[src/rtl/muldiv_pkg.sv]
// Shared definitions for the RV32M multiply/divide unit: operand width,
// iteration count, funct3 op encoding and FSM state encoding.
package muldiv_pkg;

    localparam int XLEN  = 32;
    localparam int ITER  = 32;
    localparam int CNT_W = $clog2(ITER);

    // RV32M funct3 encoding
    typedef enum logic [2:0] {
        OP_MUL    = 3'b000,
        OP_MULH   = 3'b001,
        OP_MULHSU = 3'b010,
        OP_MULHU  = 3'b011,
        OP_DIV    = 3'b100,
        OP_DIVU   = 3'b101,
        OP_REM    = 3'b110,
        OP_REMU   = 3'b111
    } op_e;

    typedef enum logic [1:0] {
        ST_IDLE = 2'd0,
        ST_BUSY = 2'd1,
        ST_DONE = 2'd2
    } state_e;

    // Divide-class ops all have funct3[2] set.
    function automatic logic op_is_div(input op_e o);
        return o[2];
    endfunction

endpackage

[src/rtl/muldiv_unit_div_iter.sv]
// One step of restoring division: shift the next dividend bit into the
// partial remainder, subtract the divisor if it fits, shift the quotient bit in.
// Only built when MULDIV_DIV_EN is defined.
`ifdef MULDIV_DIV_EN
module div_iter #(
    parameter int W = 32
) (
    input  logic [W-1:0] rem_in,
    input  logic [W-1:0] quo_in,
    input  logic [W-1:0] divisor,
    output logic [W-1:0] rem_out,
    output logic [W-1:0] quo_out
);

    logic [W:0] shifted;
    logic [W:0] diff;

    // Trial subtraction; a borrow out of the top bit means restore.
    always_comb begin
        shifted = {rem_in, quo_in[W-1]};
        diff    = shifted - {1'b0, divisor};
        if (diff[W]) begin
            rem_out = shifted[W-1:0];
            quo_out = {quo_in[W-2:0], 1'b0};
        end else begin
            rem_out = diff[W-1:0];
            quo_out = {quo_in[W-2:0], 1'b1};
        end
    end

endmodule
`endif

[src/rtl/muldiv_unit.sv]
// Iterative RV32M multiply/divide unit.
// Multiply: 32-cycle radix-2 shift-add over operand magnitudes, sign fixed
// up on the last iteration. Divide (only with MULDIV_DIV_EN defined): 32-cycle
// restoring division via div_iter; divide-by-zero and signed overflow finish
// immediately. Without MULDIV_DIV_EN divide ops complete at once as illegal.
//
// Handshake: a transfer happens on any rising edge where valid and ready are
// both high (in_valid/in_ready into the unit, out_valid/out_ready out of it);
// valid, once raised, is held with its payload stable until the transfer.
// in_ready is high only in IDLE, so a new op can never be taken in the same
// cycle as the output transfer. flush and rst abort everything on the next edge.
module muldiv_unit #(
    parameter int XLEN = 32
) (
    input  logic            clk,
    input  logic            rst,
    input  logic            in_valid,
    output logic            in_ready,
    input  logic [XLEN-1:0] a,
    input  logic [XLEN-1:0] b,
    input  logic [2:0]      op,
    input  logic            flush,
    output logic            out_valid,
    input  logic            out_ready,
    output logic [XLEN-1:0] result,
    output logic            zero,
    output logic            illegal,
    output logic [1:0]      dbg_state
);

    import muldiv_pkg::*;

    state_e              state;
    logic [CNT_W-1:0]    cnt;
    op_e                 op_q;
    logic                neg_q;
    logic [2*XLEN-1:0]   acc;
    logic [2*XLEN-1:0]   mcand;
    logic [XLEN-1:0]     mplier;

    op_e                 op_in;
    logic                a_sgn_in;
    logic                b_sgn_in;
    logic                a_neg_in;
    logic                b_neg_in;
    logic                neg_in;
    logic [XLEN-1:0]     a_mag_in;
    logic [XLEN-1:0]     b_mag_in;

    logic [2*XLEN-1:0]   acc_sum;
    logic [2*XLEN-1:0]   prod_fin;
    logic [XLEN-1:0]     mul_res;
    logic [XLEN-1:0]     fin_res;

    assign op_in     = op_e'(op);
    assign dbg_state = state;

    // Which operands are treated as signed for each op.
    always_comb begin
        a_sgn_in = 1'b0;
        b_sgn_in = 1'b0;
        case (op_in)
            OP_MUL, OP_MULH, OP_DIV, OP_REM: begin
                a_sgn_in = 1'b1;
                b_sgn_in = 1'b1;
            end
            OP_MULHSU: a_sgn_in = 1'b1;
            default: ;
        endcase
    end

    assign a_neg_in = a_sgn_in & a[XLEN-1];
    assign b_neg_in = b_sgn_in & b[XLEN-1];
    assign a_mag_in = a_neg_in ? (-a) : a;
    assign b_mag_in = b_neg_in ? (-b) : b;
    // Remainder takes the dividend's sign; product and quotient take the xor.
    assign neg_in   = (op_in == OP_REM || op_in == OP_REMU) ? a_neg_in
                                                            : (a_neg_in ^ b_neg_in);

    // Shift-add step and final sign correction / half selection.
    always_comb begin
        acc_sum  = acc + (mplier[0] ? mcand : '0);
        prod_fin = neg_q ? (-acc_sum) : acc_sum;
        mul_res  = (op_q == OP_MUL) ? prod_fin[XLEN-1:0] : prod_fin[2*XLEN-1:XLEN];
    end

`ifdef MULDIV_DIV_EN
    logic [XLEN-1:0] rem_q;
    logic [XLEN-1:0] quo_q;
    logic [XLEN-1:0] dvsr_q;
    logic [XLEN-1:0] rem_nx;
    logic [XLEN-1:0] quo_nx;
    logic [XLEN-1:0] div_res;
    logic            div_zero;
    logic            div_ovf;
    logic [XLEN-1:0] special_res;

    div_iter #(.W(XLEN)) u_div_iter (
        .rem_in  (rem_q),
        .quo_in  (quo_q),
        .divisor (dvsr_q),
        .rem_out (rem_nx),
        .quo_out (quo_nx)
    );

    // Early-out cases that bypass the iterative divider.
    always_comb begin
        div_zero    = (b == '0);
        div_ovf     = (op_in == OP_DIV || op_in == OP_REM) &&
                      (a == {1'b1, {(XLEN-1){1'b0}}}) && (b == '1);
        special_res = '0;
        if (div_zero) begin
            special_res = op_in[1] ? a : '1;
        end else if (div_ovf) begin
            special_res = op_in[1] ? '0 : {1'b1, {(XLEN-1){1'b0}}};
        end
    end

    // Final divide step with sign correction; funct3[1] selects remainder.
    always_comb begin
        if (op_q[1]) begin
            div_res = neg_q ? (-rem_nx) : rem_nx;
        end else begin
            div_res = neg_q ? (-quo_nx) : quo_nx;
        end
        fin_res = op_q[2] ? div_res : mul_res;
    end
`else
    assign fin_res = mul_res;
`endif

    // Control FSM with datapath registers and registered outputs.
    always_ff @(posedge clk) begin
        if (rst || flush) begin
            // rst and flush share one abort path, so rst trivially dominates.
            state     <= ST_IDLE;
            cnt       <= '0;
            in_ready  <= 1'b1;
            out_valid <= 1'b0;
            result    <= '0;
            zero      <= 1'b0;
            illegal   <= 1'b0;
        end else begin
            case (state)
                ST_IDLE: begin
                    if (in_valid && in_ready) begin
                        op_q     <= op_in;
                        neg_q    <= neg_in;
                        acc      <= '0;
                        mcand    <= {{XLEN{1'b0}}, a_mag_in};
                        mplier   <= b_mag_in;
                        cnt      <= '0;
                        in_ready <= 1'b0;
                        if (op_is_div(op_in)) begin
`ifdef MULDIV_DIV_EN
                            rem_q  <= '0;
                            quo_q  <= a_mag_in;
                            dvsr_q <= b_mag_in;
                            if (div_zero || div_ovf) begin
                                state     <= ST_DONE;
                                out_valid <= 1'b1;
                                result    <= special_res;
                                zero      <= (special_res == '0);
                                illegal   <= 1'b0;
                            end else begin
                                state <= ST_BUSY;
                            end
`else
                            state     <= ST_DONE;
                            out_valid <= 1'b1;
                            result    <= '0;
                            zero      <= 1'b1;
                            illegal   <= 1'b1;
`endif
                        end else begin
                            state <= ST_BUSY;
                        end
                    end
                end
                ST_BUSY: begin
                    acc    <= acc_sum;
                    mcand  <= mcand << 1;
                    mplier <= mplier >> 1;
`ifdef MULDIV_DIV_EN
                    rem_q  <= rem_nx;
                    quo_q  <= quo_nx;
`endif
                    cnt    <= cnt + CNT_W'(1);
                    if (cnt == CNT_W'(ITER - 1)) begin
                        state     <= ST_DONE;
                        out_valid <= 1'b1;
                        result    <= fin_res;
                        zero      <= (fin_res == '0);
                        illegal   <= 1'b0;
                    end
                end
                ST_DONE: begin
                    if (out_ready) begin
                        state     <= ST_IDLE;
                        out_valid <= 1'b0;
                        in_ready  <= 1'b1;
                        zero      <= 1'b0;
                        illegal   <= 1'b0;
                    end
                end
                default: begin
                    state     <= ST_IDLE;
                    in_ready  <= 1'b1;
                    out_valid <= 1'b0;
                end
            endcase
        end
    end

endmodule

[config.mk]
export PLATFORM = sky130hd
export DESIGN_NAME = muldiv_unit
export DESIGN_NICKNAME = d
export VERILOG_FILES = /design/src/rtl/muldiv_pkg.sv /design/src/rtl/muldiv_unit_div_iter.sv /design/src/rtl/muldiv_unit.sv
export SDC_FILE = /design/constraint.sdc
export NUM_CORES = 1
export LEC_CHECK = 0
export CORE_MARGIN = 10
export CORE_UTILIZATION = 35
export DETAILED_ROUTE_END_ITERATION = 8
export GPL_TIMING_DRIVEN = 0
export HOLD_SLACK_MARGIN = 0.15
export SLEW_MARGIN = 25
export SYNTH_ARGS = -nofsm -noshare
export SYNTH_HDL_FRONTEND = slang
export SYNTH_HIERARCHICAL = 1
export SYNTH_SLANG_ARGS = --single-unit
[constraint.sdc]
create_clock -name clk -period 14 [get_ports clk]
set_input_delay 2.8 -clock clk [delete_from_list [all_inputs] [get_ports clk]]
set_output_delay 2.8 -clock clk [all_outputs]
set_load 0.05 [all_outputs]
**Word-level counts from Yosys, hierarchy flattened**

Index checks and enable logic that the tools add are counted.

- Magnitude comparators: 0
- Multipliers: 0
- Reductions and logical operators: 19
- Equal/unequal tests: 12
- Divide/modulo/power cells: 0
- Bitwise logic cells: 5
- Muxes and demuxes: 37
- $add $sub $neg: 5
- Shift operators: 0

Operators with widths:

| operator | count |
|---|---|
| two-way mux 64 bit | 4 |
| one-hot mux 64 bit (2 select lines) | 2 |
| two-way mux 32 bit | 7 |
| one-hot mux 32 bit (2 select lines) | 2 |
| adder 64 bit | 1 |
| negation 32 bit | 2 |
| negation 64 bit | 1 |
| zero test 32 bit | 1 |
| one-hot mux 1 bit (3 select lines) | 4 |
| AND reduction 3 bit | 4 |
| two-way mux 1 bit | 11 |
| one-hot mux 5 bit (2 select lines) | 1 |
| == test 3 bit, second input constant | 3 |
| two-way mux 2 bit | 4 |
| inequality test 2 bit, second input constant | 4 |
| AND reduction 4 bit | 2 |
| zero test 3 bit | 2 |
| one-hot mux 2 bit (3 select lines) | 1 |
| adder 5 x 1 -> 5 bit, second input constant | 1 |
| == test 5 bit, second input constant | 1 |
| two-way mux 5 bit | 1 |
| AND reduction 5 bit | 1 |
| OR reduction 5 bit | 1 |
| OR reduction 4 bit | 1 |
| other kinds (13) | 16 |

- Bits in latches: 0
- Input bits: 72
- Bits in registers: 207
- Bits in writable memories: 0
- Bits in read-only memories: 0
- Memories kept: 0

**Logic depth before layout (Yosys ltp)**

Gate-level depths: netlist of run 1.

- Depth in word-level cells: 8
- Gate-level depth with buffers: 23
- Gate-level depth less buffers: 18

**Worst setup path after synthesis of run 1**

No wires, ideal clock.

- Kind: in2reg
- Start: input port flush
- End: register acc[0] (enable)
- Data arrival time: 10.086 ns
- Stages: 4
- Setup slack: 3.231 ns
- Cells stage by stage: or2_2 clkbuf_1 clkbuf_1 nor2_1

- Word-level cells in the longest chain between the ends: 3

Ends and longest elaborated chain:

| element | line | source |
|---|---|---|
| from (decl) | muldiv_unit.sv:22 | `input logic flush,` |
| logical OR 1 bit | muldiv_unit.sv:134 | `if (rst \|\| flush) begin` |
| NOT 1 bit (no line) | -- |  |
| AND reduction 3 bit (no line) | -- |  |
| to (signal assigned) | muldiv_unit.sv:181 | `acc <= acc_sum;` |
| to (decl) | muldiv_unit.sv:37 | `logic [2*XLEN-1:0] acc;` |

No other way between the ends.
A chain may end at the register's enable or synchronous reset.

**Worst setup path after layout of run 1**

- Start: register mplier[0]
- End: register zero

- Word-level cells in the longest chain between the ends: 8

Ends and longest elaborated chain:

| element | line | source |
|---|---|---|
| from (decl) | muldiv_unit.sv:39 | `logic [XLEN-1:0] mplier;` |
| from (signal assigned) | muldiv_unit.sv:151 | `mplier <= b_mag_in;` |
| from (signal assigned) | muldiv_unit.sv:183 | `mplier <= mplier >> 1;` |
| two-way mux 64 bit * | muldiv_unit.sv:82 | `acc_sum = acc + (mplier[0] ? mcand : '0);` |
| adder 64 bit * | muldiv_unit.sv:82 |  |
| negation 64 bit | muldiv_unit.sv:83 | `prod_fin = neg_q ? (-acc_sum) : acc_sum;` |
| two-way mux 64 bit * | muldiv_unit.sv:83 |  |
| two-way mux 32 bit * | muldiv_unit.sv:84 | `mul_res = (op_q == OP_MUL) ? prod_fin[XLEN-1:0] : prod_fin[2*XLEN-1:XLEN];` |
| zero test 32 bit * | muldiv_unit.sv:193 | `zero <= (fin_res == '0);` |
| two-way mux 1 bit * | muldiv_unit.sv:189 | `if (cnt == CNT_W'(ITER - 1)) begin` |
| one-hot mux 1 bit (3 select lines) * | muldiv_unit.sv:144 | `case (state)` |
| to (signal assigned) | muldiv_unit.sv:193 |  |
| to (decl) | muldiv_unit.sv:26 | `output logic zero,` |

Mark *: on every way between the ends. The rest lies on a longest branch, timed or not. The select of a mux whose other input is x is not followed.

==> results of run 1 <==
per-stage QoR:
step | setup TNS [ns] | total power [mW] | instance area, sq um | worst slack [ns]
detailed placement | 0 | 1.19 | 19700 | 6.55
floorplan | 0 | 1.01 | 17500 | 3.23
global placement | -68.28 | 1.18 | 19500 | -0.445
global route | 0 | 1.88 | 20400 | 6.13
CTS | 0 | 1.81 | 20400 | 6.46
finish | 0 | 1.80 | 20400 | 6.30
power breakdown:
| part | switching (mW) | total [mW] | leakage (nW) | internal, mW |
|---|---|---|---|---|
| Clock | 0.258 | 0.613 | 0.378 | 0.355 |
| Combinational | 0.327 | 0.485 | 4.77 | 0.158 |
| Sequential | 0.00880 | 0.703 | 1.88 | 0.694 |
| Total | 0.594 | 1.80 | 7.02 | 1.21 |
worst max-delay path by stage:
| stage | from | to | slack [ns] | cells after the start |
|---|---|---|---|---|
| 5_1_grt | mplier[0]$_DFFE_PP_ | zero$_SDFFE_PP0P_ | 6.13 | 20 |
| 3_5_place_dp | mplier[0]$_DFFE_PP_ | zero$_SDFFE_PP0P_ | 6.55 | 18 |
| 2_1_floorplan | flush | acc[0]$_SDFFCE_PN0P_ | 3.23 | 4 |
| 6_report | mplier[0]$_DFFE_PP_ | zero$_SDFFE_PP0P_ | 6.30 | 20 |
| 4_1_cts | mplier[0]$_DFFE_PP_ | zero$_SDFFE_PP0P_ | 6.46 | 18 |
| 3_3_place_gp | flush | mcand[30]$_DFFE_PP_ | -0.45 | 5 |
cells by family (layout without fill, tap and decap cells):
kind of cell,after synthesis,count (layout),share of synthesized area
flip-flops,207,207,0.330
AO/OA/AOI/OAI,670,670,0.257
XOR/XNOR,97,97,0.0489
adder cells (fa/ha/maj),73,73,0.0525
multiplexers,16,16,0.00971
other,0,4,0
AND/OR/NAND/NOR,909,909,0.263
buffers and inverters,165,328,0.0388
cell usage in the layout, fill, tap and decap left out, types with 23 or more instances in the layout:
master and count:
edfxtp_1 164, dfxtp_1 43, xor2_1 45, nand4_1 56
nand2_1 234, o21ai_0 169, clkbuf_1 109, nand3_1 41
o31ai_1 23, and2_1 137, a21o_1 27, a21oi_1 158
clkbuf_16 25, ha_1 72, inv_1 34, clkdlybuf4s50_1 109
nor3_1 74, o21a_1 26, xnor2_1 50, nor2_1 202
area by class of cell:
class / count / area [sq um] / area share
Tap cell: 664 / 831 / 0.0406
Sequential cell: 207 / 5790 / 0.283
Timing Repair Buffer: 117 / 1280 / 0.0624
Multi-Input combinational cell: 1765 / 11100 / 0.543
Clock buffer: 41 / 733 / 0.0359
Clock inverter: 5 / 28.8 / 0.00141
Inverter: 34 / 128 / 0.00624
Buffer: 131 / 557 / 0.0272
Antenna cell: 4 / 10.0 / 0.000490
per-layer routing:
metal | wire, microns | vias to the layer above | global-route usage
met1 | 31100 | 8626 | 0.295
met3 | 4360 | 125 | 0.0356
li1 | - | 8354 | -
met4 | 2480 | 2 | 0.0765
met5 | 46 | - | 0
met2 | 33400 | 663 | 0.383
worst max-delay path: stages (launching register included):
cell      delay (ns)
edfxtp_1        0.35
clkbuf_2        0.32
clkbuf_1        0.32
and2_1          0.21
ha_1            0.26
clkbuf_1        0.35
nand4_1         0.29
nor2_1          0.60
nand4_1         0.44
a311o_1         0.45
a21oi_1         0.50
o221ai_1        0.30
nor2_1          0.78
and4_2          0.34
buf_2           0.18
nand2_1         0.17
a31o_2          0.33
a21oi_1         0.28
nand4_1         0.17
or4_1           0.59
o31ai_2         0.30
registers in the layout, indices dropped and copies added, names as in the netlist:
register,cells
zero,1
out_valid,1
result,32
mcand,64
acc,64
cnt,5
dbg_state,2
op_q,3
in_ready,1
illegal,1
mplier,32
neg_q,1
==> results.py, run 1 <==
metrics = {
    "power_and_ir_drop": {
        "power.density_mw_per_mm2": 88.1,
        "ir_drop_mv": 0.0777,
        "power_leakage_nw": 7.02,
    },
    "clocking": {
        "post_cts_buffers": 0,
        "cts_num_sinks": 207,
        "ctsHoldBuffers": 0,
        "clockRootBuffer": "clkbuf_16",
        "cts_buffers": 25,
        "cts_tree": "yes",
        "cts_buffer_depth": 3,
        "clkTransAtPathRegs_ns": 0.06,
        "clk_latency_ns": 0.56,
        "cts_resized": 0,
        "cts_max_level": 1,
    },
    "placement": {
        "hpwlAfterDp_microns": 57300,
        "gp_congestion": 1.01,
        "portBuffers": 109,
        "dp.cells": 2918,
    },
    "worst_hold_path": {
        "hold_class": "reg -> reg",
        "min_to": "out_valid$_SDFFE_PP0P_",
        "min_path_cells": 2,
        "hp-start": "out_valid$_SDFFE_PP0P_",
    },
    "floorplan": {
        "fp.coreArea_sq_mm": 0.0493,
        "die_w_microns": 244,
        "io_pins": 110,
        "fp-row-count": 81,
        "die_area_sq_mm": 0.0594,
        "die_h_microns": 244,
        "start_util": 0.356,
    },
    "grt": {
        "grt_max_degree": 27,
        "antenna_found_initial": 2,
        "first_global_vias": 17416,
        "grt_first_pass_wirelength_microns": 106000,
        "grt_overflow": 0,
        "grt_usage": 0.229,
    },
    "timing": {
        "slew_headroom": 0.185,
        "setup_viol": 0,
        "max_slew.worst_pin.slew_ns": 1.22,
        "maxSlewViolCount": 0,
        "finClkSkew_ns": 0.0141,
        "fmax_mhz": 130,
        "post-route-min-period_ns": 7.70,
        "hold_viol": 0,
        "whs_ns": 0.459,
        "rsz0062_at_grt": "no",
        "period_share": 0.550,
    },
    "final_layout": {
        "post-route-util": 0.415,
        "final_cells": 2968,
        "fill_cells": 5049,
        "drive_above_1_share": 0.0604,
        "synthToLayoutAreaGrowth_pct": 16.6,
        "nets": 2426,
    },
    "yosys": {
        "yosysSeqAreaShare": 0.330,
        "ys_ff_latch": 207,
        "synthCells": 2137,
        "synth_async_sr_flop_share": 0,
        "ys.flop_type": "edfxtp_1",
        "synth_top_cell_by_area": "edfxtp_1",
        "synth_area_leaders": "edfxtp_1, ha_1, nand2_1",
        "synthTopCellsByCount": "nand2_1, nor2_1, o21ai_0",
        "netlist.area_leader.share": 0.281,
        "synth_area_sq_mm": 0.0175,
        "synth.most_common_cell": "nand2_1",
        "synth-edff-count": 164,
        "ys_warn_count": 6,
        "yosysUniqueCellTypes": 108,
        "synth_fp_nets": 2282,
        "syn_avg_cell_area_sq_um": 8.20,
    },
    "route": {
        "via_per_inst": 5.99,
        "wl_microns": 71400,
        "drt_iter0_drc": 1586,
        "vias": 17770,
        "drt_pre_antenna_iters": 9,
        "final_antenna_net_count": 0,
        "drc": 0,
        "post_drt_wl_per_cell_microns": 24.0,
    },
    "flow_run": {
        "cap_violations": 0,
    },
    "worst_setup_path": {
        "rr_startpoint": "mplier[0]$_DFFE_PP_",
        "worst-r2r-setup-slack_ns": 6.30,
        "worstSetupStartpointType": "flop",
        "r2r_end": "zero$_SDFFE_PP0P_",
        "cp_max_fo": 10,
        "crit_type": "reg -> reg",
        "rr_worst_depth": 20,
        "crit_arrival_ns": 8.15,
        "required_ns": 14.45,
        "worstSetupEndpointType": "flop",
    },
    "outcome": {
        "outcome": "completed",
    },
}
Note: power is estimated with default switching activity, not from simulation.
==> run 2, diff against run 1 <==
Clock period 14 ns to 6.7 ns, I/O delays scaled along.
==> run 2 against run 1 <==
  * Combinational power increased by 110%
  * Fmax increased by 18%
  * Flip-flop and latch count unchanged
  * Routed wire length decreased by 0.74%
  * Sequential share of layout area decreased by 0.40 points
  * Critical path depth increased by 1
  * Global-route usage decreased by 0.15 points
  * Power increased by 110%
  * Critical path type unchanged
==> results.py, run 2 (same netlist as run 1, synthesis figures left out) <==
metrics = {
    "outcome": {
        "outcome": "completed",
    },
    "flow_run": {
        "cap_violations": 0,
    },
    "final_layout": {
        "synthToLayoutAreaGrowth_pct": 18.3,
        "drive_above_1_share": 0.0825,
        "layout_common_cells": "nand2_1, nor2_1, edfxtp_1, o21ai_0, a21oi_1",
        "top_regs": "acc (64), mcand (64)",
        "layout_commonest_cell": "nand2_1",
        "nets": 2430,
        "post-route-util": 0.421,
        "post-route-cell-area_sq_mm": 0.0207,
        "diodes": 0,
        "final_cells": 2967,
    },
    "timing": {
        "fmax_mhz": 153,
        "whs_ns": 0.448,
        "slew_headroom": 0.198,
        "hold_viol": 0,
        "totalNegativeSetupSlack_ns": 0,
        "finClkSkew_ns": 0.0259,
        "period_share": 0.973,
        "setup_viol": 0,
        "max_slew.worst_pin.slew_ns": 1.20,
        "post-route-min-period_ns": 6.52,
        "setup_ws_ns": 0.180,
        "maxSlewViolCount": 0,
    },
    "worst_setup_path": {
        "r2r_end": "zero$_SDFFE_PP0P_",
        "required_ns": 7.16,
        "rr_startpoint": "mplier[0]$_DFFE_PP_",
        "crit_slowest_cell": "or4_1",
        "crit_type": "reg -> reg",
        "worst-r2r-setup-slack_ns": 0.18,
        "worstSetupEndpointType": "flop",
        "crit_arrival_ns": 6.98,
        "crit_chain": "clkbuf_4, clkbuf_4, and2_1, ha_1, inv_1, fa_1, nor2b_1, o31a_2, o211ai_1, nand3_1, xor2_1, a2111oi_4, buf_2, nand3_1, nor4_4, o21ai_0, a221o_1, nor4_1, nand4_1, or4_1, o31ai_2",
        "rr_worst_depth": 21,
        "critPathMaxStageDelay_ns": 0.50,
        "cp_max_fo": 10,
        "worstSetupStartpointType": "flop",
    },
    "grt": {
        "grt_usage": 0.227,
        "first_global_vias": 17265,
        "grt_first_pass_wirelength_microns": 106000,
        "antenna_found_initial": 0,
        "grt_overflow": 0,
        "grt_max_degree": 26,
    },
    "power_and_ir_drop": {
        "power.density_mw_per_mm2": 182,
        "p_total_mw": 3.78,
        "power_leakage_nw": 7.12,
        "ir_drop_mv": 0.169,
    },
    "floorplan": {
        "die_w_microns": 244,
        "io_pins": 110,
        "fp.coreArea_sq_mm": 0.0493,
        "start_util": 0.356,
        "die_area_sq_mm": 0.0594,
        "fp-row-count": 81,
        "die_h_microns": 244,
    },
    "clocking": {
        "cts_tree": "yes",
        "cts_buffer_depth": 3,
        "clkTransAtPathRegs_ns": 0.06,
        "cts_buffers": 24,
        "clk_latency_ns": 0.57,
        "cts_max_level": 1,
        "cts_num_sinks": 207,
        "clockRootBuffer": "clkbuf_16",
    },
    "placement": {
        "pre_cts_ws_ns": -0.564,
        "gp_congestion": 1.01,
        "dp.cells": 2917,
        "placed_cell_area_sq_mm": 0.0196,
        "hpwlAfterDp_microns": 56800,
        "portBuffers": 109,
    },
    "route": {
        "drc": 0,
        "post_drt_wl_per_cell_microns": 23.9,
        "wl_microns": 70800,
        "final_antenna_net_count": 0,
        "drt_pre_antenna_iters": 7,
        "drt_iter0_drc": 1507,
        "vias": 17757,
        "via_per_inst": 5.98,
    },
    "worst_hold_path": {
        "min_to": "out_valid$_SDFFE_PP0P_",
        "hold_class": "reg -> reg",
        "min_path_cells": 2,
        "hp-start": "out_valid$_SDFFE_PP0P_",
    },
}
run 2: cell types whose count changed in the layout (fill, tap and decap cells not counted), sizes merged:
cell,before,now
clkinv,4,5
buf,36,47
clkbuf,144,134
clkinvlp,0,1
diode,4,0
run 2: repair_timing:
| item | CTS | global route |
|---|---|---|
| buffers inserted | 0 | 11 |
| setup endpoints to repair | 1 | 1 |
| resized for setup | 15 | 54 |
| hold buffers | 0 | 0 |
| pin swaps | 0 | 10 |
run 2: per-layer routing:
layer | vias up | part of all wire | routed length, microns | GRT usage
li1 | 8338 | - | - | -
met2 | 659 | 0.47 | 33000 | 0.379
met1 | 8617 | 0.43 | 30500 | 0.295
met3 | 143 | 0.062 | 4400 | 0.0294
met5 | - | 0 | 0 | 0
met4 | 0 | 0.041 | 2900 | 0.0851
run 2: worst max path at each step:
stage / start / endpoint / slack, ns / depth (start not counted)
after floorplan: flush / acc[0]$_SDFFCE_PN0P_ / 0.11 / 4
after global placement: flush / mcand[30]$_DFFE_PP_ / -2.39 / 5
after detailed placement: mplier[0]$_DFFE_PP_ / zero$_SDFFE_PP0P_ / -0.56 / 18
after CTS: mplier[0]$_DFFE_PP_ / zero$_SDFFE_PP0P_ / 0.002 / 23
after global routing: mplier[0]$_DFFE_PP_ / zero$_SDFFE_PP0P_ / -0.007 / 21
final: mplier[0]$_DFFE_PP_ / zero$_SDFFE_PP0P_ / 0.18 / 21
run 2: cell type report:
type	count	area (sq um)
multi-input combinational	1765	11400
clock inverter	7	46.3
timing repair buffer	127	1330
inverter	34	128
buffer	126	551
sequential	207	5790
fill	5098	28500
clock buffer	37	702
tap	664	831
run 2: report_power, final:
| part | internal, mW | leakage, nW | total [mW] | switching, mW |
|---|---|---|---|---|
| Sequential | 1.45 | 1.88 | 1.47 | 0.0182 |
| Combinational | 0.342 | 4.88 | 1.03 | 0.690 |
| Clock | 0.720 | 0.363 | 1.28 | 0.555 |
| Total | 2.51 | 7.12 | 3.78 | 1.26 |
run 2: worst max-delay path: cells and delay by family (launching register included):
kind | cells | cell delay (ns)
AND/OR/NAND/NOR | 8 | 2.28
flip-flops | 1 | 0.31
AO/OA/AOI/OAI | 6 | 1.87
adder cells (fa/ha/maj) | 2 | 0.61
buffers and inverters | 4 | 0.95
XOR/XNOR | 1 | 0.35
